## src/rtl/ft6206_pkg.sv

```systemverilog
// FT6206 touch controller shared definitions.
package ft6206_pkg;

    localparam int unsigned FT6206_COORD_W = 12;

    // One decoded touch sample as delivered by the FT6206 front end.
    typedef struct packed {
        logic                      valid;
        logic [1:0]                evt;
        logic [FT6206_COORD_W-1:0] x;
        logic [FT6206_COORD_W-1:0] y;
    } touch_t;

endpackage

```

## src/rtl/ili9341_pkg.sv

```systemverilog
// ILI9341 display shared definitions: RGB565 colour type and drawing palette.
package ili9341_pkg;

    typedef logic [15:0] ILI9341_color_t;

    localparam ILI9341_color_t WHITE = 16'hFFFF;
    localparam ILI9341_color_t BLACK = 16'h0000;

    localparam int unsigned ILI9341_PALETTE_N = 8;

    localparam ILI9341_color_t ILI9341_PALETTE [ILI9341_PALETTE_N] = '{
        WHITE,      // white
        16'hF800,   // red
        16'h07E0,   // green
        16'h001F,   // blue
        16'hFFE0,   // yellow
        16'h07FF,   // cyan
        16'hF81F,   // magenta
        BLACK       // black
    };

endpackage

```

## src/rtl/touch_vram_painter_pkg.sv

```systemverilog
// Painter-local definitions: FSM encoding and coordinate range helper.
package touch_vram_painter_pkg;
    import ft6206_pkg::*;

    localparam logic [1:0] S_IDLE  = 2'd0;
    localparam logic [1:0] S_PAINT = 2'd1;
    localparam logic [1:0] S_CLEAR = 2'd2;

    // True when a signed coordinate (one bit wider than the touch field) lies in [0, lim-1].
    function automatic logic in_span(input logic [FT6206_COORD_W:0] c, input int unsigned lim);
        return !c[FT6206_COORD_W] && (32'(c[FT6206_COORD_W-1:0]) < lim);
    endfunction

endpackage

```

## src/rtl/xy_to_vram_addr.sv

```systemverilog
// Combinational pixel coordinate to linear VRAM address mapping.
module xy_to_vram_addr #(
    parameter int unsigned DISPLAY_WIDTH = 240,
    parameter int unsigned X_W           = 12,
    parameter int unsigned Y_W           = 12,
    parameter int unsigned ADDR_W        = 17
) (
    input  logic [X_W-1:0]    x_i,
    input  logic [Y_W-1:0]    y_i,
    output logic [ADDR_W-1:0] addr_o
);

    // Row-major layout: y * width + x.
    assign addr_o = ADDR_W'(32'(y_i) * DISPLAY_WIDTH + 32'(x_i));

endmodule

```

## src/rtl/touch_vram_painter.sv

```systemverilog
// Brush-stamping VRAM writer driven by touch samples, with full-frame clear.
module touch_vram_painter
    import ili9341_pkg::*;
    import ft6206_pkg::*;
    import touch_vram_painter_pkg::*;
#(
    parameter int unsigned DISPLAY_WIDTH  = 240,
    parameter int unsigned DISPLAY_HEIGHT = 320,
    parameter int unsigned VRAM_L         = DISPLAY_WIDTH * DISPLAY_HEIGHT,
    parameter int unsigned BRUSH_SIZE     = 4
) (
    input  logic                      clk,
    input  logic                      rst,
    input  logic                      ena,
    input  touch_t                    touch,
    input  logic                      clear_req,
    input  logic                      color_next,
    output logic                      vram_wr_ena,
    output logic [$clog2(VRAM_L)-1:0] vram_wr_addr,
    output ILI9341_color_t            vram_wr_data,
    output logic                      busy,
    output logic [2:0]                color_idx
);

    localparam int unsigned AW = $clog2(VRAM_L);
    localparam int unsigned BL = $clog2(BRUSH_SIZE);
    localparam int unsigned PW = 2 * BL;
    localparam int unsigned CW = FT6206_COORD_W;
    localparam int unsigned SW = CW + 1;
    localparam logic [PW-1:0] PIX_LAST = PW'(BRUSH_SIZE * BRUSH_SIZE - 1);

    logic [1:0]     state_q, state_d;
    logic [PW-1:0]  pix_q, pix_d, pix_nx;
    logic [SW-1:0]  x0_q, x0_d, y0_q, y0_d;
    logic [SW-1:0]  org_x, org_y, base_x, base_y, tgt_x, tgt_y;
    ILI9341_color_t color_q, color_d;
    logic           last_v_q, last_v_d;
    logic [CW-1:0]  last_x_q, last_x_d, last_y_q, last_y_d;
    logic           pend_q, pend_d;
    logic [2:0]     idx_q, idx_d;
    logic           wr_ena_q, wr_ena_d;
    logic [AW-1:0]  wr_addr_q, wr_addr_d, tgt_addr;
    ILI9341_color_t wr_data_q, wr_data_d;
    logic           busy_q, busy_d;
    logic           tgt_in, touch_in, touch_new;
    logic           unused_touch_bits;

    assign unused_touch_bits = ^touch.evt;

    // Pixel targeted by the next write slot: brush origin of a fresh touch, or the next raster offset.
    assign org_x  = {1'b0, touch.x} - SW'(BRUSH_SIZE / 2);
    assign org_y  = {1'b0, touch.y} - SW'(BRUSH_SIZE / 2);
    assign pix_nx = (state_q == S_IDLE) ? '0 : pix_q + PW'(1);
    assign base_x = (state_q == S_IDLE) ? org_x : x0_q;
    assign base_y = (state_q == S_IDLE) ? org_y : y0_q;
    assign tgt_x  = base_x + SW'(pix_nx[BL-1:0]);
    assign tgt_y  = base_y + SW'(pix_nx[PW-1:BL]);
    assign tgt_in = in_span(tgt_x, DISPLAY_WIDTH) && in_span(tgt_y, DISPLAY_HEIGHT);

    assign touch_in  = in_span({1'b0, touch.x}, DISPLAY_WIDTH) &&
                       in_span({1'b0, touch.y}, DISPLAY_HEIGHT);
    assign touch_new = !last_v_q || (touch.x != last_x_q) || (touch.y != last_y_q);

    xy_to_vram_addr #(
        .DISPLAY_WIDTH (DISPLAY_WIDTH),
        .X_W           (CW),
        .Y_W           (CW),
        .ADDR_W        (AW)
    ) u_addr (
        .x_i    (tgt_x[CW-1:0]),
        .y_i    (tgt_y[CW-1:0]),
        .addr_o (tgt_addr)
    );

    // Next-state and next-write-slot logic.
    always_comb begin
        state_d   = state_q;
        pix_d     = pix_q;
        x0_d      = x0_q;
        y0_d      = y0_q;
        color_d   = color_q;
        last_v_d  = last_v_q;
        last_x_d  = last_x_q;
        last_y_d  = last_y_q;
        pend_d    = pend_q;
        idx_d     = color_next ? idx_q + 3'd1 : idx_q;
        wr_ena_d  = 1'b0;
        wr_addr_d = wr_addr_q;
        wr_data_d = wr_data_q;
        case (state_q)
            S_IDLE: begin
                if (clear_req || pend_q) begin
                    state_d   = S_CLEAR;
                    pend_d    = 1'b0;
                    wr_ena_d  = 1'b1;
                    wr_addr_d = '0;
                    wr_data_d = BLACK;
                end else if (touch.valid && touch_in && touch_new) begin
                    state_d   = S_PAINT;
                    pix_d     = '0;
                    x0_d      = org_x;
                    y0_d      = org_y;
                    color_d   = ILI9341_PALETTE[idx_q];
                    last_v_d  = 1'b1;
                    last_x_d  = touch.x;
                    last_y_d  = touch.y;
                    wr_ena_d  = tgt_in;
                    wr_addr_d = tgt_addr;
                    wr_data_d = ILI9341_PALETTE[idx_q];
                end
            end
            S_PAINT: begin
                if (clear_req) begin
                    pend_d = 1'b1;
                end
                if (pix_q == PIX_LAST) begin
                    state_d = S_IDLE;
                end else begin
                    pix_d     = pix_nx;
                    wr_ena_d  = tgt_in;
                    wr_addr_d = tgt_addr;
                    wr_data_d = color_q;
                end
            end
            S_CLEAR: begin
                if (wr_addr_q == AW'(VRAM_L - 1)) begin
                    state_d  = S_IDLE;
                    last_v_d = 1'b0;
                end else begin
                    wr_ena_d  = 1'b1;
                    wr_addr_d = wr_addr_q + AW'(1);
                    wr_data_d = BLACK;
                end
            end
            default: state_d = S_IDLE;
        endcase
        busy_d = (state_d != S_IDLE);
    end

    // State and registered write port; everything freezes while ena is low.
    always_ff @(posedge clk) begin
        if (rst) begin
            state_q   <= S_IDLE;
            pix_q     <= '0;
            x0_q      <= '0;
            y0_q      <= '0;
            color_q   <= '0;
            last_v_q  <= 1'b0;
            last_x_q  <= '0;
            last_y_q  <= '0;
            pend_q    <= 1'b0;
            idx_q     <= '0;
            wr_ena_q  <= 1'b0;
            wr_addr_q <= '0;
            wr_data_q <= '0;
            busy_q    <= 1'b0;
        end else if (ena) begin
            state_q   <= state_d;
            pix_q     <= pix_d;
            x0_q      <= x0_d;
            y0_q      <= y0_d;
            color_q   <= color_d;
            last_v_q  <= last_v_d;
            last_x_q  <= last_x_d;
            last_y_q  <= last_y_d;
            pend_q    <= pend_d;
            idx_q     <= idx_d;
            wr_ena_q  <= wr_ena_d;
            wr_addr_q <= wr_addr_d;
            wr_data_q <= wr_data_d;
            busy_q    <= busy_d;
        end
    end

    // A pending slot is only committed while ena is high, so a stall never drops or repeats a pixel.
    assign vram_wr_ena  = wr_ena_q & ena;
    assign vram_wr_addr = wr_addr_q;
    assign vram_wr_data = wr_data_q;
    assign busy         = busy_q;
    assign color_idx    = idx_q;

endmodule

```

## config.mk

```make
export PLATFORM = sky130hd
export DESIGN_NAME = touch_vram_painter
export DESIGN_NICKNAME = d
export VERILOG_FILES = /design/src/rtl/ft6206_pkg.sv /design/src/rtl/ili9341_pkg.sv /design/src/rtl/touch_vram_painter_pkg.sv /design/src/rtl/xy_to_vram_addr.sv /design/src/rtl/touch_vram_painter.sv
export SDC_FILE = /design/constraint.sdc
export NUM_CORES = 1
export LEC_CHECK = 0
export ABC_AREA = 1
export BUFFER_PORTS_ARGS = -buffer_cell sky130_fd_sc_hd__clkbuf_2
export CORE_ASPECT_RATIO = 1.2
export CORE_MARGIN = 2
export CORE_UTILIZATION = 55
export DETAILED_ROUTE_END_ITERATION = 8
export GPL_TIMING_DRIVEN = 0
export PLACE_DENSITY = 0.84
export REMOVE_ABC_BUFFERS = 1
export SYNTH_ARGS = -nofsm -noshare
export SYNTH_HDL_FRONTEND = slang
export SYNTH_SLANG_ARGS = --single-unit
```

## constraint.sdc

```tcl
create_clock -name clk -period 7.8 [get_ports clk]
set_input_delay 0 -clock clk [delete_from_list [all_inputs] [get_ports clk]]
set_output_delay 0 -clock clk [all_outputs]
set_load 0.01 [all_outputs]
```

; Yosys cells after proc, flatten, opt, wreduce, memory -nomap -nowiden
; Memories as Yosys holds them, arrays and structs flattened.
; Cells that the tools add are included.
[word_totals]
reg_bits = 112
latchBits = 0
ram_bits = 0
mem_bits_ro = 128
inputBits = 32
mem_count = 1
[op_classes]
add_sub_neg = 8
mul = 1
n_div = 0
n_lt_le_gt_ge = 5
n_eq_ne = 14
n_shift = 0
muxes = 36
bitwise_logic = 3
n_reduce_logical = 23
[mem_list]
columns = memory, depth, word_bits, rd, rd_ports_with_merged_regs, wr, line_no
row1 = (no name shown), 8, 16, 1, 0, 0, touch_vram_painter.sv:109  ; wr_data_d = ILI9341_PALETTE[idx_q];
[ops]
columns = op, count
row1 = 2-to-1 mux 16 bit, 6
row2 = 2-to-1 mux 17 bit, 4
row3 = one-hot mux 17 bit (3 select lines), 1
row4 = one-hot mux 16 bit (3 select lines), 1
row5 = adder 13 x 2 -> 13 bit, 2
row6 = 2-to-1 mux 13 bit, 2
row7 = "subtractor 12 x 2 -> 13 bit, second input constant", 2
row8 = "less-than comparator 12 x 8 -> 1 bit, second input constant", 2
row9 = "less-than comparator 12 x 9 -> 1 bit, second input constant", 2
row10 = inequality test 12 bit, 2
row11 = "adder 17 x 1 -> 17 bit, second input constant", 1
row12 = adder 17 x 12 -> 17 bit, 1
row13 = "equality test 17 bit, second input constant", 1
row14 = 2-to-1 mux 4 bit, 4
row15 = AND reduction 5 bit, 3
row16 = "multiplier 12 x 4 -> 13 bit, second input constant", 1
row17 = "inequality test 2 bit, second input constant", 5
row18 = 2-to-1 mux 1 bit, 9
row19 = 2-to-1 mux 2 bit, 4
row20 = one-hot mux 4 bit (2 select lines), 1
row21 = AND reduction 4 bit, 2
row22 = logical AND 1 bit, 6
row23 = one-hot mux 2 bit (3 select lines), 1
row24 = nonzero test 2 bit, 3
row25 = 18 further kinds, 24

; Depth between registers and ports, before layout
[logic_depth]
ltp_word = 9
depth_mapped = 42
depth_no_buf = 38

; Modules after synthesis
; Synthesis repeated with hierarchy kept, for this count alone.
[unflattened]
cells_unflattened = 1231
area_unflattened_um2 = 7604.8
[modules_own_cells]
columns = mod, instances, cells_each, area_per_inst_um2, seq_area_each_um2
row1 = touch_vram_painter, 1, 984, 5974.5, 1681.6
row2 = xy_to_vram_addr, 1, 247, 1630.3, 0.0

; Worst setup path after synthesis
; OpenSTA, ideal clock, no wires.
[synth_timing]
path_kind = register to register
start = register state_q[0]
end = register wr_addr_q[16] (netlist: vram_wr_addr[16])
setup_time_ns = 0.109
arrival_ns = 6.132
required_time_ns = 7.691
setup_slack_ns = 1.558
stages_incl_launch_ff = 42
path_buffers = 4
period_less_slack_ns = 6.242
path_cell_list = dfxtp_1 > inv_1 > ha_1 > buf_6 > inv_2 > buf_2 > buf_2 > clkbuf_1 > o21ai_0 > a21oi_1 > ha_1 > inv_1 > fa_1 > inv_1 > o211ai_1 > nand2_1 > inv_1 > fa_1 > [... 6 more ...] > a21oi_1 > xor2_1 > ha_1 > nand2_1 > a21oi_1 > a211oi_1 > o21ai_0 > nand2_1 > nor2_1 > nand3_1 > nand2_1 > nand2_1 > inv_1 > nand3_1 > nand3_1 > nand3_1 > nand2_1 > inv_1
[synth_between]
elab_chain_len = 8
word_cells_on_any_way = 19
classes_between = add/sub: 3 / mul: 1 / eq/ne: 5 / mux: 7 / reduce/logical: 3
[synth_rtl]
columns = item, line_no
row1 = from (decl), touch_vram_painter.sv:32  ; logic [1:0] state_q, state_d;
row2 = from (signal assigned), touch_vram_painter.sv:158  ; state_q <= state_d;
row3 = logical NOT 2 bit, n/a
row4 = 2-to-1 mux 13 bit or 2-to-1 mux 4 bit (tied branches), "touch_vram_painter.sv:55, touch_vram_painter.sv:53"
row5 = adder 13 x 2 -> 13 bit, touch_vram_painter.sv:57  ; assign tgt_y = base_y + SW'(pix_nx[PW-1:BL]);
row6 = multiplier 12 x 4 -> 13 bit, xy_to_vram_addr.sv:14  ; assign addr_o = ADDR_W'(32'(y_i) * DISPLAY_WIDTH + 32'(x_i));
row7 = adder 17 x 12 -> 17 bit, xy_to_vram_addr.sv:14
row8 = 2-to-1 mux 17 bit, touch_vram_painter.sv:98  ; end else if (touch.valid && touch_in && touch_new) begin
row9 = 2-to-1 mux 17 bit, touch_vram_painter.sv:92  ; if (clear_req || pend_q) begin
row10 = one-hot mux 17 bit (3 select lines), touch_vram_painter.sv:90  ; case (state_q)
row11 = to (signal assigned), touch_vram_painter.sv:169  ; wr_addr_q <= wr_addr_d;
row12 = to (decl), touch_vram_painter.sv:42  ; logic [AW-1:0] wr_addr_q, wr_addr_d, tgt_addr;
; Several ways; a longest one is shown, not always the timed one. The select of a mux whose other input is x is not followed.
; A chain may end at the register's enable or synchronous reset.

; Final worst setup path
; Same ends and word-level chain as after synthesis.

==> reports/qor.yml <==
clock_skew_ns: 0.01146
period_minus_slack_ns: 7.001
placementRows: 45
critPathArrivalTime_ns: 7.25
start_kind: "flop"
cap_violations: 0
first_global_vias: 6408
drive_gt1_share_pct: 13.19
cts_tree: "done"
cts_inserted_buffers: 9
peakVddDrop_mv: 0.1667
htreeDepth: 3
whs_ns: 0.01224
wl_um: 17380
tns_ns: 0
die_x_um: 107.4
antenna_found_initial: 0
cts_setup_buffers: 0
io_pins: 70
synth_area_mm2: 0.007057
via_per_inst: 5.441
final_cells: 1294
hp-start: "touch[0]"
worstPathRequired_ns: 8.05
drt-initial-drc-count: 528
p_clk_share_pct: 24.2
overflow: 0
min_path_type: "in -> reg"
synth-edff-count: 0
syn_to_final_growth_pct: 10.94
yosysUniqueCellTypes: 53
critPathLaunch: "state_q[0]"
diodes: 0
dp_cells: 1270
die_area_mm2: 0.01376
syn_area_per_cell_um2: 6.546
layout_commonest_cell: "nand2_1"
ys_top_cells_by_area: "dfxtp_1 24%, nand2_1 11%, inv_1 9.1%"
gp_congestion: 0.9260
n_fill_cell: 1184
avgRoutedWirePerCell_um: 13.43
vias: 7041
p_switching_uw: 879.0
grt_usage_pct: 25.57
cp-end-kind: "flop"
synth-async-reset-ratio_pct: 0
cts_root_buffer: "clkbuf_16"
syn_inst: 1078
start_util_pct: 55.95
synth_top_cell_area_share_pct: 23.83
synth_ff_type: "dfxtp_1"
rsz0062_at_grt: "no"
dpl_cell_area_mm2: 0.007408
fin_crit_sh_pct: 89.75
netSwitchingFraction_pct: 43.90
p_leak_uw: 0.003709
p_seq_share_pct: 23.3
ys_seq_area_share_pct: 23.83
crit_fanout: 36
clk_path_buf_depth: 2
hpwl_um: 12870
io_buffers: 67
cts_num_sinks: 84
coreArea_mm2: 0.01261
worstReg2RegStart: "state_q[0]"
ant_nets: 0
critical_path_class: "reg -> reg"
grt_start_max_net_pins: 54
pwr_density_cell_mw_per_mm2: 255.8
comb_power_share_pct: 52.5
drcViolationCount: 0
timing.slew.headroom_pct: 27.64
final_nets: 1211
path_common_cell: "inv_1"
post-route-cell-area_mm2: 0.007829
fmax_mhz: 142.8
grt_first_pass_wirelength_um: 28590
slowest_stage: "fa_1"
ys_ff_latch: 84
drv_slew: 0
clk_latency_ns: 0.35
hold_end: "y0_q[0]"
clk_pin_slew_ns: 0.07
first_pass_iters: 5
setup_viol: 0
tightest_slew_ns: 1.084
max_stage_delay_ns: 0.58
reg2reg_slack_ns: 0.80
die_h_um: 128.1
synth_warnings: 0
r2r_cells: 37
synth_top_cell_by_area: "dfxtp_1"
outcome: "finished clean"
worstHoldPathCells: 3
r2r-end: "vram_wr_addr[16]"
power.internal_uw: 1123
layout_common_cells: "214 x nand2_1, 171 x inv_1, 98 x nor2_1, 90 x o21ai_0, 84 x dfxtp_1"
hold_viol_final: 0
flip-flops by register name, summed over array words and instances (netlist names), 3 cells and up:
name,flops
color_idx,3
color_q,3
last_x_q,11
last_y_q,11
pix_q,4
vram_wr_addr,17
vram_wr_data,3
x0_q,13
y0_q,13
cells by family after synthesis:
logic type               count (synthesis)  synth area share, %
adder cells (fa/ha/maj)                 55                11.52
XOR/XNOR                                37                4.592
flip-flops                              84                23.83
buffers and inverters                  220                12.69
AND/OR/NAND/NOR                        460                29.56
AO/OA/AOI/OAI                          222                17.80
layout make-up:
cell class              instances  area, um^2  share of cell area (%)
clock buffers                  10       239.0                   3.053
clock inverters                 6       93.84                   1.199
inverters                     178       670.6                   8.566
multi-input cells             774        4489                   57.34
flip-flops and latches         84        1682                   21.48
well taps                     164       205.2                   2.621
repair buffers                 78       449.2                   5.738
power groups by stage:
stage / Clock, uW / Sequential, uW / Combinational [uW]
4_1_cts: 491 / 466 / 1040
2_1_floorplan: 0 / 483 / 788
3_3_place_gp: 0 / 475 / 1010
5_1_grt: 506 / 469 / 1210
3_5_place_dp: 0 / 476 / 1030
6_report: 484 / 466 / 1050
cell usage after synthesis (9+ instances only):
cell / number
nor2_2: 11
a211oi_1: 10
xor2_1: 26
buf_4: 15
nand4_1: 22
o21ai_0: 90
dfxtp_1: 84
xnor2_1: 11
nand3_1: 63
nor2_1: 99
ha_1: 37
clkbuf_1: 20
nor3_1: 9
nand2_2: 15
inv_1: 172
nand2_1: 214
fa_1: 17
a21oi_1: 78
how the worst max path moves through the flow:
stage                                   to  depth (start not counted)
after detailed placement  vram_wr_addr[16]                         35
final                     vram_wr_addr[16]                         37
after global routing      vram_wr_addr[16]                         37
after global placement            y0_q[11]                          7
after CTS                 vram_wr_addr[16]                         35
after floorplan           vram_wr_addr[16]                         35
worst max-delay path: cells and delay by family, from the launching register on:
kind	cells	cell delay, ns
buffers and inverters	9	0.94
flip-flops	1	0.38
AO/OA/AOI/OAI	8	1.38
adder cells (fa/ha/maj)	7	2.79
AND/OR/NAND/NOR	12	1.20
XOR/XNOR	1	0.18
routing by layer:
layer  vias to the layer above  global-route usage [%]  wire length (um)
li1                       3586                       -                 -
met1                      3193                   31.36              7394
met2                       210                   44.71              8548
met3                        52                   3.406               845
met4                         0                   10.94               586
met5                         -                       0                 0
metrics by stage:
| step | power, uW | util (%) | setup WS, ns |
|---|---|---|---|
| floorplan | 1272 | - | 1.546 |
| global route | 2180 | 62.07 | 0.1524 |
| global placement | 1487 | 58.43 | -0.8827 |
| finish | 2002 | 62.07 | 0.7993 |
| CTS | 2000 | 62.01 | 0.1183 |
| detailed placement | 1507 | 58.74 | 0.1965 |
repair_timing:
action,CTS,global route
hold buffers,8,0
setup endpoints to repair,0,4
hold endpoints to repair,9,0
gates resized for setup,0,3
(Power assumes the default switching activity.)
